<file path="config.mk">
export PLATFORM = sky130hd
export DESIGN_NAME = systolic_seq_ctrl
export DESIGN_NICKNAME = d
export VERILOG_FILES = /design/src/rtl/systolic_seq_ctrl.sv
export SDC_FILE = /design/constraint.sdc
export NUM_CORES = 1
export LEC_CHECK = 0
export BUFFER_PORTS_ARGS = -buffer_cell sky130_fd_sc_hd__buf_2
export CAP_MARGIN = 25
export CELL_PAD_IN_SITES_DETAIL_PLACEMENT = 1
export CELL_PAD_IN_SITES_GLOBAL_PLACEMENT = 2
export CORE_ASPECT_RATIO = 1.25
export CORE_MARGIN = 2
export CORE_UTILIZATION = 37
export CTS_CLUSTER_SIZE = 28
export DETAILED_ROUTE_END_ITERATION = 10
export GPL_ROUTABILITY_DRIVEN = 0
export PLACE_DENSITY = 0.92
export SLEW_MARGIN = 10
export SYNTH_ARGS = -nofsm -noshare
export SYNTH_HDL_FRONTEND = slang
export SYNTH_SLANG_ARGS = --single-unit
export TNS_END_PERCENT = 30
</file>
<file path="constraint.sdc">
create_clock -name clk -period 4.65 [get_ports clk]
set_input_delay 0.2325 -clock clk [delete_from_list [all_inputs] [get_ports clk]]
set_output_delay 0.2325 -clock clk [all_outputs]
set_load 0.01 [all_outputs]
</file>
<file path="src/rtl/systolic_seq_ctrl.sv">
// systolic_seq_ctrl: pass sequencer for an N_PE-wide systolic array.
// Walks LOAD_W -> LOAD_B -> COMPUTE -> DRAIN -> DONE for each accepted start.
// All array controls decode combinationally from the registered state and cnt,
// so an asynchronous reset forces every output to 0 without waiting for a clock.
module systolic_seq_ctrl #(
  parameter int N_PE = 4,
  parameter int MAX_K = 16,
  localparam int CW = $clog2(MAX_K + 1),
  localparam int SW = $clog2(N_PE)
) (
  input  logic            clk,
  input  logic            rst,
  input  logic            start,
  input  logic [CW-1:0]   vec_len,
  input  logic            keep_w,
  input  logic            keep_b,
  input  logic            in_valid,
  input  logic            out_ready,
  output logic [N_PE-1:0] pe_weight_en,
  output logic [N_PE-1:0] pe_bias_en,
  output logic [N_PE-1:0] pe_acc_en,
  output logic [SW-1:0]   drain_sel,
  output logic            out_valid,
  output logic            busy,
  output logic            done
);

  // cnt must reach K+N_PE-2 during COMPUTE, the largest value it ever holds
  localparam int CNTW = $clog2(MAX_K + N_PE);

  typedef enum logic [2:0] {
    S_IDLE,
    S_LOAD_W,
    S_LOAD_B,
    S_COMPUTE,
    S_DRAIN,
    S_DONE
  } state_t;

  state_t          state;
  logic [CNTW-1:0] cnt;
  logic [CW-1:0]   k_len;
  logic            skip_b;
  logic            w_loaded;
  logic            b_loaded;

  logic            len_ok;
  logic            use_w;
  logic            use_b;
  logic            load_last;
  logic            compute_last;
  logic            drain_last;

  // A start is legal only for 1..MAX_K vectors; reuse is only honoured when
  // the corresponding registers were actually loaded since the last reset.
  assign len_ok       = (vec_len != '0) && (int'(vec_len) <= MAX_K);
  assign use_w        = keep_w && w_loaded;
  assign use_b        = keep_b && b_loaded;
  assign load_last    = (cnt == CNTW'(N_PE - 1));
  assign compute_last = (int'(cnt) == int'(k_len) + N_PE - 2);
  assign drain_last   = (cnt == CNTW'(N_PE - 1));

  // Sequencer: state, counter, captured pass parameters and loaded flags
  always_ff @(posedge clk or posedge rst) begin
    if (rst) begin
      state    <= S_IDLE;
      cnt      <= '0;
      k_len    <= '0;
      skip_b   <= 1'b0;
      w_loaded <= 1'b0;
      b_loaded <= 1'b0;
    end else begin
      case (state)
        S_IDLE: begin
          if (start && len_ok) begin
            k_len  <= vec_len;
            // bias skip decision is frozen now so a later LOAD_W cannot change it
            skip_b <= use_b;
            cnt    <= '0;
            if (!use_w) begin
              state <= S_LOAD_W;
            end else if (!use_b) begin
              state <= S_LOAD_B;
            end else begin
              state <= S_COMPUTE;
            end
          end
        end

        S_LOAD_W: begin
          if (in_valid) begin
            if (load_last) begin
              w_loaded <= 1'b1;
              cnt      <= '0;
              state    <= skip_b ? S_COMPUTE : S_LOAD_B;
            end else begin
              cnt <= cnt + CNTW'(1);
            end
          end
        end

        S_LOAD_B: begin
          if (in_valid) begin
            if (load_last) begin
              b_loaded <= 1'b1;
              cnt      <= '0;
              state    <= S_COMPUTE;
            end else begin
              cnt <= cnt + CNTW'(1);
            end
          end
        end

        S_COMPUTE: begin
          if (in_valid) begin
            if (compute_last) begin
              cnt   <= '0;
              state <= S_DRAIN;
            end else begin
              cnt <= cnt + CNTW'(1);
            end
          end
        end

        S_DRAIN: begin
          if (out_ready) begin
            if (drain_last) begin
              cnt   <= '0;
              state <= S_DONE;
            end else begin
              cnt <= cnt + CNTW'(1);
            end
          end
        end

        S_DONE: begin
          state <= S_IDLE;
        end

        default: begin
          state <= S_IDLE;
          cnt   <= '0;
        end
      endcase
    end
  end

  // Per-PE strobes: one-hot loads follow cnt, accumulate enables form the
  // diagonal wavefront where PE i is active for feed steps i..i+K-1.
  for (genvar gi = 0; gi < N_PE; gi++) begin : gen_pe
    assign pe_weight_en[gi] = (state == S_LOAD_W) && in_valid && (int'(cnt) == gi);
    assign pe_bias_en[gi]   = (state == S_LOAD_B) && in_valid && (int'(cnt) == gi);
    assign pe_acc_en[gi]    = (state == S_COMPUTE) && in_valid &&
                              (int'(cnt) >= gi) && (int'(cnt) < gi + int'(k_len));
  end

  // Drain and handshake outputs, all zero outside their owning states
  always_comb begin
    drain_sel = '0;
    out_valid = 1'b0;
    busy      = 1'b0;
    done      = 1'b0;
    case (state)
      S_LOAD_W, S_LOAD_B, S_COMPUTE: begin
        busy = 1'b1;
      end
      S_DRAIN: begin
        busy      = 1'b1;
        out_valid = 1'b1;
        drain_sel = cnt[SW-1:0];
      end
      S_DONE: begin
        done = 1'b1;
      end
      default: begin
        busy = 1'b0;
      end
    endcase
  end

endmodule
</file>
==> run metrics, run 1 <==
clock tree root buffer cell=clkbuf_8; H-tree depth=1; initial antenna violation count=0; max incr delay on CP=460 ps; ys async rst share=1.00; Leak=0.918 nW; Setup Skew=5.66 ps; total negative setup slack=0 ps; crit path capture type=primary output; CORE AREA=0.00439 sq mm; EDFF count, synth=0; Synth area leaders=dfrtp_1 24%, ha_1 20%, xnor2_1 4.2%, o21ai_0 3.6%, nand2_1 3.4%; post-cts resize count=0; share of cells above drive strength 1=0.222; Peak VDD IR=0.287 mV; Required @ worst endpoint=4420 ps; register area share after synthesis=0.238; Die Ht=79.3 um; Final Cycle Share=0.600; antenna cells=0; post-synthesis cell count=188; DRC Markers=0; CP max-delay cell=dfrtp_1; I/O pins=29; Starting Density=0.383; Cell Area, Synth=0.00168 sq mm; net count after synthesis=227; vias per cell=5.44; Worst-Skew Late Latency=260 ps; vias in the first global route=1513; post-synth top area share=0.238; Buffers on Ports=28; Avg Synthesized Cell Area=8.94 sq um; global-route usage over all layers=0.183; via count=1490; CP max FO=6; relative slew slack=0.560; clock-pin slew on the worst setup and hold paths=70 ps; FF+latch count, synth=16; Synth Flop Type=dfrtp_1; final slew viol count=0; minimum clock period=2790 ps; status=complete, no violations; largest net degree at the start of global routing=18; die area=0.00510 sq mm; Rows=27; max-cap violations=0; clk sinks=16; Commonest cells post-synth=27 x ha_1, 16 x dfrtp_1, 15 x nand2_1; cell mode on critical path=ha_1; CTS tree=done; WS Path Type=flop to primary output; # setup viols final=0; area leader, netlist=dfrtp_1; Multi-input gate area=0.00121 sq mm; FILL cells=552; initial DRC count=77; Die Wd=64.3 um; Final Hold Fails=0; Power Total=1.34 mW; Final nets=256; Num CTS Buffers=3; WP buf/inv=2; DP HPWL=3.44 mm; Max Root-Sink Buffers=2; wire per inst=15.6 um; CP top delay family=compound AO/OA/AOI/OAI gates; sequential cell area=400 sq um; Least-Margin Pin Slew=659 ps; post-CTS setup buffers=0; FMAX=358 MHz; Syn-to-layout area delta=14.7%; Antenna Nets Post-Route=0; Netlist cell types=55; global route total overflow=0; Power Dens Cells=695 mW/mm^2; synth warn=0; crit path DAT=2560 ps; CP Launch Type=flop; drt pass-1 iters=4; hold buffer count at cts=0; final wirelength=4.27 mm; RSZ-0062 raised after global routing=no; global-route wire length before repair=7.26 mm; most common cell in the synthesized netlist=ha_1; CP Cell Sequence=inv_1 -> ha_1 -> ha_1 -> a21o_1 -> a21oi_1 -> nor2_1 -> a2111oi_0 -> buf_2; Tightest Hold Check Type=input port to async pin
cells by family after synthesis:
group / synth area share
simple gates: 0.239
compound gates: 0.211
fa+ha+maj: 0.201
buf+inv: 0.0395
flops: 0.238
xor+xnor: 0.0469
mux: 0.0238
state kept, by name, summed over array words and instances (netlist names):
| register | flops |
|---|---|
| cnt | 5 |
| k_len | 5 |
| state | 3 |
| b_loaded | 1 |
| skip_b | 1 |
| w_loaded | 1 |
metal layers:
metal | part of all wire | global-route usage | up-vias
met5 | 0 | 0 | -
met1 | 0.42 | 0.223 | 723
met2 | 0.53 | 0.334 | 25
li1 | - | - | 737
met3 | 0.030 | 0.0142 | 5
met4 | 0.013 | 0.0638 | 0
power by group:
group          leakage [nW]  total, mW  internal, mW  switching [mW]
registers             0.201      0.358         0.200           0.159
logic                 0.688      0.851         0.415           0.436
clock network        0.0288      0.130        0.0755          0.0543
total                 0.918       1.34         0.690           0.649
cells in the final DEF (no fill, tap or decap), types with 3 or more instances in the layout:
cell type  synthesis  routed
dfrtp_1           16      16
inv_1             11      11
clkbuf_8           0       4
nor2_1            10      10
o21ai_0           12      12
buf_2              2      28
ha_1              27      27
nor3_1             5       5
nor2b_1            6       6
nand3_1            6       6
nand2_1           15      15
a21oi_1           11      11
a221o_1            3       3
nand2b_1           4       4
and2_1             6       6
a211oi_1           4       4
xnor2_1            8       8
path summary, 6_finish.rpt:
path                            slack [ps]       start  depth (start not counted)           end
worst max-delay path                  1860    k_len[1]                          8  pe_acc_en[2]
worst min register to register         470    b_loaded                          1      b_loaded
min in group clk                       220  vec_len[4]                          3      k_len[4]
worst max register to register        2370    k_len[2]                          8        cnt[2]
max in group asynchronous             4170         rst                          2        cnt[1]
worst min-delay path                    50         rst                          2      k_len[3]
cell type report:
type / instances / area share
well taps: 58 / 0.0377
flip-flops and latches: 16 / 0.208
clock buffers: 4 / 0.0286
inverters: 12 / 0.0234
repair buffers: 28 / 0.0727
multi-input cells: 156 / 0.630
stage by stage:
stage	setup slack (ps)	instances	util	hold slack, ps	cell area, sq um
after floorplan	2420	188	-	146	1680
after global placement	2180	270	0.426	356	1870
after detailed placement	2210	270	0.426	359	1870
after CTS	1890	274	0.439	75.4	1930
after global routing	1740	274	0.439	96.1	1930
final	1860	274	0.439	49.1	1930
No activity file was read; power rests on OpenSTA's default activity.
==> run 2: changes to the inputs <==
--- a/config.mk
+++ b/config.mk
@@ -5,17 +5,18 @@
 export SDC_FILE = /design/constraint.sdc
 export NUM_CORES = 1
 export LEC_CHECK = 0
+export ABC_AREA = 1
 export BUFFER_PORTS_ARGS = -buffer_cell sky130_fd_sc_hd__buf_2
 export CAP_MARGIN = 25
 export CELL_PAD_IN_SITES_DETAIL_PLACEMENT = 1
 export CELL_PAD_IN_SITES_GLOBAL_PLACEMENT = 2
 export CORE_ASPECT_RATIO = 1.25
 export CORE_MARGIN = 2
-export CORE_UTILIZATION = 37
+export CORE_UTILIZATION = 29
 export CTS_CLUSTER_SIZE = 28
 export DETAILED_ROUTE_END_ITERATION = 10
 export GPL_ROUTABILITY_DRIVEN = 0
-export PLACE_DENSITY = 0.92
+export PLACE_DENSITY = 0.83
 export SLEW_MARGIN = 10
 export SYNTH_ARGS = -nofsm -noshare
 export SYNTH_HDL_FRONTEND = slang
==> constraint.sdc (replaced) <==
create_clock -name clk -period 2.3 [get_ports clk]
set_input_delay 0.115 -clock clk [delete_from_list [all_inputs] [get_ports clk]]
set_output_delay 0.115 -clock clk [all_outputs]
set_load 0.01 [all_outputs]
==> run metrics, run 2 <==
status=complete, no violations; max incr delay on CP=470 ps; Max Root-Sink Buffers=2; RSZ-0062 raised after global routing=yes; ys async rst share=1.00; Synth Flop Type=dfrtp_1; share of cells above drive strength 1=0.250; Clock power frac=0.103; CORE AREA=0.00574 sq mm; global-route usage over all layers=0.162; FF-to-FF setup slack=300 ps; # setup viols final=0; final slew viol count=0; DP Cell Count=326; Worst R2R End=state[2]; Leak=1.09 nW; Rows=31; DRC Markers=0; Synth area leaders=dfrtp_1 24%, ha_1 20%, nand2_1 9.5%, nand3_1 6.5%, inv_1 6.4%; EDFF count, synth=0; Required @ worst endpoint=2180 ps; Peak VDD IR=0.517 mV; register area share after synthesis=0.235; FMAX=461 MHz; die area=0.00650 sq mm; vias in the first global route=1758; Final Hold Fails=0; area leader, netlist=dfrtp_1; post-synthesis cell count=233; max-cap violations=0; sequential group share of total power=0.233; Num CTS Buffers=3; Cell Area, Synth=0.00170 sq mm; Post-Layout Cell Count=334; minimum clock period=2170 ps; crit path DAT=2060 ps; switch share=0.520; wire per inst=14.5 um; Worst R2R Start=k_len[2]; relative slew slack=0.572; Power Internal=1.18 mW; Final Cycle Share=0.944; WHS Endpoint=k_len[1]; clock-pin slew on the worst setup and hold paths=70 ps; H-tree depth=1; Avg Synthesized Cell Area=7.30 sq um; antenna cells=0; Starting Density=0.296; reg2reg path depth=10; Least-Margin Pin Slew=641 ps; Commonest cells post-synth=43 x nand2_1, 29 x inv_1, 27 x ha_1; WS Path Type=flop to primary output; clk sinks=16; CP Launch Type=flop; drt pass-1 iters=4; final wirelength=4.86 mm; Worst-Skew Late Latency=250 ps; most common cell in the synthesized netlist=nand2_1; post-synth top area share=0.235; largest net degree at the start of global routing=17; FF+latch count, synth=16; Syn-to-layout area delta=19.4%; Comb pwr share=0.663; CP Cell Sequence=ha_1 -> xnor2_1 -> ha_1 -> a21oi_2 -> o21ai_0 -> a211oi_1 -> buf_2; hold_ws=95.5 ps; Die Wd=72.5 um; Power Dens Cells=1210 mW/mm^2; Final nets=308; most frequent cells in the layout=43 x nand2_1, 28 x buf_2, 27 x inv_1; initial DRC count=27; initial antenna violation count=0; CTS tree=done; Finished Cell Area=0.00203 sq mm; Tightest Hold Check Type=input port to flop; net count after synthesis=272; CP max FO=8; DP HPWL=4.06 mm; Buffers on Ports=28; vias per cell=4.87; I/O pins=29; via count=1627; Antenna Nets Post-Route=0; cell mode on critical path=ha_1; clock tree root buffer cell=clkbuf_8; Hold Startpoint=vec_len[1]; synth warn=0; Setup Skew=2.17 ps; global route total overflow=0; CP max-delay cell=dfrtp_2; Die Ht=89.6 um; placed cell area=0.00192 sq mm; Hold Path Depth=3; Top Registers=cnt (5), k_len (5), state (3); crit path from=k_len[2]; crit path capture type=primary output; net switching power=1.28 mW; commonest non-fill, non-tap cell in the layout=nand2_1; Netlist cell types=28; global-route wire length before repair=8.16 mm
run 2: worst max-delay path by stage:
stage                   end  slack [ps]  depth (start not counted)
6_report       pe_acc_en[2]         130                          7
5_1_grt        pe_acc_en[3]         -20                         11
4_1_cts        pe_acc_en[3]          10                         11
3_5_place_dp   pe_acc_en[3]         150                         11
3_3_place_gp   pe_acc_en[3]         190                         11
2_1_floorplan  pe_acc_en[3]         460                         10
run 2: critical path, delay by kind of cell (launching register included):
kind / cells / cell delay (ps)
DFF: 1 / 470
AOI/OAI and AO/OA: 3 / 470
xor gates and xnor gates: 1 / 140
buffers and inverters: 1 / 190
adders and majority gates: 2 / 540
run 2: kinds of logic after synthesis:
group,Yosys count,share of synthesized area
adder cells (fa/ha/maj),27,0.199
XOR/XNOR,11,0.0567
AND/OR/NAND/NOR,109,0.310
buffers and inverters,36,0.0824
flip-flops,16,0.235
AO/OA/AOI/OAI,34,0.117
run 2: area by class of cell:
type	count	area, sq um
fillers	736	3710
multi-input cells	181	1180
flip-flops and latches	16	404
repair buffers	33	180
inverters	34	128
well taps	66	82.6
clock buffers	4	55.1
run 2: power groups by stage:
stage | Combinational (mW) | Sequential [mW] | Clock [mW]
2_1_floorplan | 1.18 | 0.510 | 0
3_3_place_gp | 1.51 | 0.580 | 0
3_5_place_dp | 1.57 | 0.586 | 0
4_1_cts | 1.62 | 0.569 | 0.260
5_1_grt | 1.88 | 0.592 | 0.269
6_report | 1.63 | 0.574 | 0.254
run 2: stage by stage:
step	TNS [ps]	setup slack (ps)	utilization	total power, mW
3_5_place_dp	0	154	0.334	2.15
2_1_floorplan	0	459	-	1.69
6_report	0	130	0.354	2.46
4_1_cts	0	10.6	0.349	2.44
3_3_place_gp	0	190	0.334	2.09
5_1_grt	-16.4	-16.4	0.354	2.74
run 2: what timing repair did:
item                                   in CTS  in global routing
setup buffers                               2                  1
setup endpoints to repair                   1                  2
gates cloned                                0                  0
hold buffers                                1                  0
pin swaps                                   0                  3
endpoints found under the hold margin      16                  0
resized for setup                           3                  9
run 2: routing by layer:
layer	wire [um]	track usage	vias up	share of wire
met1	1980	0.181	771	0.41
met2	2710	0.329	20	0.56
met3	89	0.0190	6	0.018
li1	-	-	830	-
met4	78	0.0269	0	0.016
met5	0	0	-	0
==> run 3: changes to the inputs <==
--- a/config.mk
+++ b/config.mk
@@ -9,10 +9,10 @@
 export BUFFER_PORTS_ARGS = -buffer_cell sky130_fd_sc_hd__buf_2
 export CAP_MARGIN = 25
 export CELL_PAD_IN_SITES_DETAIL_PLACEMENT = 1
-export CELL_PAD_IN_SITES_GLOBAL_PLACEMENT = 2
+export CELL_PAD_IN_SITES_GLOBAL_PLACEMENT = 1
 export CORE_ASPECT_RATIO = 1.25
 export CORE_MARGIN = 2
-export CORE_UTILIZATION = 29
+export CORE_UTILIZATION = 37
 export CTS_CLUSTER_SIZE = 28
 export DETAILED_ROUTE_END_ITERATION = 10
 export GPL_ROUTABILITY_DRIVEN = 0
==> run metrics, run 3 (synthesized netlist as in run 2, its figures left out) <==
vias per cell=5.02; Rows=27; Setup Skew=1.14 ps; status=complete, no violations; clk sinks=16; most frequent cells in the layout=43 x nand2_1, 28 x buf_2, 27 x inv_1; I/O pins=29; CORE AREA=0.00443 sq mm; Worst R2R End=state[1]; Setup WS post-layout=86.9 ps; Die Wd=64.6 um; via count=1646; Final Hold Fails=0; Antenna Nets Post-Route=0; final wirelength=4.66 mm; Num CTS Buffers=3; crit path capture type=primary output; Syn-to-layout area delta=19.1%; Required @ worst endpoint=2180 ps; Tightest Hold Check Type=input port to flop; minimum clock period=2210 ps; Least-Margin Pin Slew=626 ps; reg2reg path depth=12; global-route usage over all layers=0.195; Power Total=2.45 mW; WS Path Type=flop to primary output; initial antenna violation count=0; relative slew slack=0.582; CP endpoint=pe_acc_en[3]; CP Cell Sequence=inv_2 -> ha_1 -> a21oi_2 -> xor2_1 -> ha_1 -> nand2_1 -> inv_1 -> o21ai_1 -> nand3_1 -> nor2_1 -> buf_2; Worst R2R Start=k_len[1]; Leak=1.10 nW; DP HPWL=3.85 mm; FMAX=452 MHz; crit path DAT=2100 ps; global route total overflow=0; Peak VDD IR=0.566 mV; Top Registers=cnt (5), k_len (5), state (3); largest net degree at the start of global routing=17; DP Worst Slack=125 ps; Max Root-Sink Buffers=2; crit path from=k_len[1]; commonest non-fill, non-tap cell in the layout=nand2_1; CP max FO=5; share of cells above drive strength 1=0.244; FILL cells=594; antenna cells=0; Power Dens Cells=1210 mW/mm^2; CP Launch Type=flop; wire per inst=14.2 um; Buffers on Ports=28; vias in the first global route=1740; max-cap violations=0; cell mode on critical path=ha_1; global-route wire length before repair=7.87 mm; max incr delay on CP=410 ps; final slew viol count=0; Starting Density=0.384; # setup viols final=0; die area=0.00516 sq mm; Multi-input gate area=0.00117 sq mm; clock tree root buffer cell=clkbuf_8; DRC Markers=0; sequential cell area=404 sq um; initial DRC count=57; total negative setup slack=0 ps; Worst-Skew Late Latency=240 ps; clock-pin slew on the worst setup and hold paths=60 ps; CTS tree=done; FF-to-FF setup slack=220 ps; Die Ht=79.8 um; H-tree depth=1; Final nets=310; CP max-delay cell=dfrtp_2; drt pass-1 iters=4; Final Cycle Share=0.962
## run 3: cell types whose count changed in the layout (fill, tap and decap cells not counted), sizes merged
cell  change
buf       +2
## run 3: worst max-delay path, delay by kind of cell (launching register included)
kind	cells	cell delay, ps
simple gates	3	250
fa+ha+maj	2	510
compound gates	2	260
buf+inv	3	250
flops	1	410
xor+xnor	1	180
## run 3: how the worst min path moves through the flow
stage	from	end	slack (ps)	cells past startpoint
floorplan	rst	b_loaded	30	1
global placement	rst	b_loaded	210	2
detailed placement	rst	b_loaded	220	2
CTS	vec_len[0]	k_len[0]	110	3
global route	vec_len[3]	k_len[3]	130	3
finish	vec_len[0]	k_len[0]	100	3
## run 3: repair_timing
item,in CTS,in global routing
setup buffers,3,0
pin swaps,0,3
gates resized for setup,3,6
hold buffers,1,0
endpoints found under the setup margin,1,2
endpoints found under the hold margin,16,0
## run 3: power breakdown
group	internal, mW	switching, mW
sequential	0.397	0.152
clock	0.152	0.0953
combinational	0.637	1.02
total	1.19	1.27
## run 3: metal layers
layer | GRT usage | vias to the layer above | routed length (um)
li1 | - | 835 | -
met1 | 0.220 | 792 | 1910
met2 | 0.399 | 15 | 2650
met3 | 0.0127 | 4 | 62
met4 | 0.0277 | 0 | 34
met5 | 0 | - | 0
## run 3: final cells by class
cell class,count,share of cell area
Multi-Input combinational cell,181,0.578
Sequential cell,16,0.200
Timing Repair Buffer,35,0.0964
Inverter,34,0.0630
Tap cell,58,0.0358
Clock buffer,4,0.0272
## run 3: through the flow
stage,hold WS [ps],instances,utilization,instance area [sq um]
after floorplan,28.7,233,-,1700
after global placement,212,320,0.435,1920
after detailed placement,224,320,0.435,1920
after CTS,105,328,0.455,2010
after global routing,126,328,0.458,2030
final,98.1,328,0.458,2030
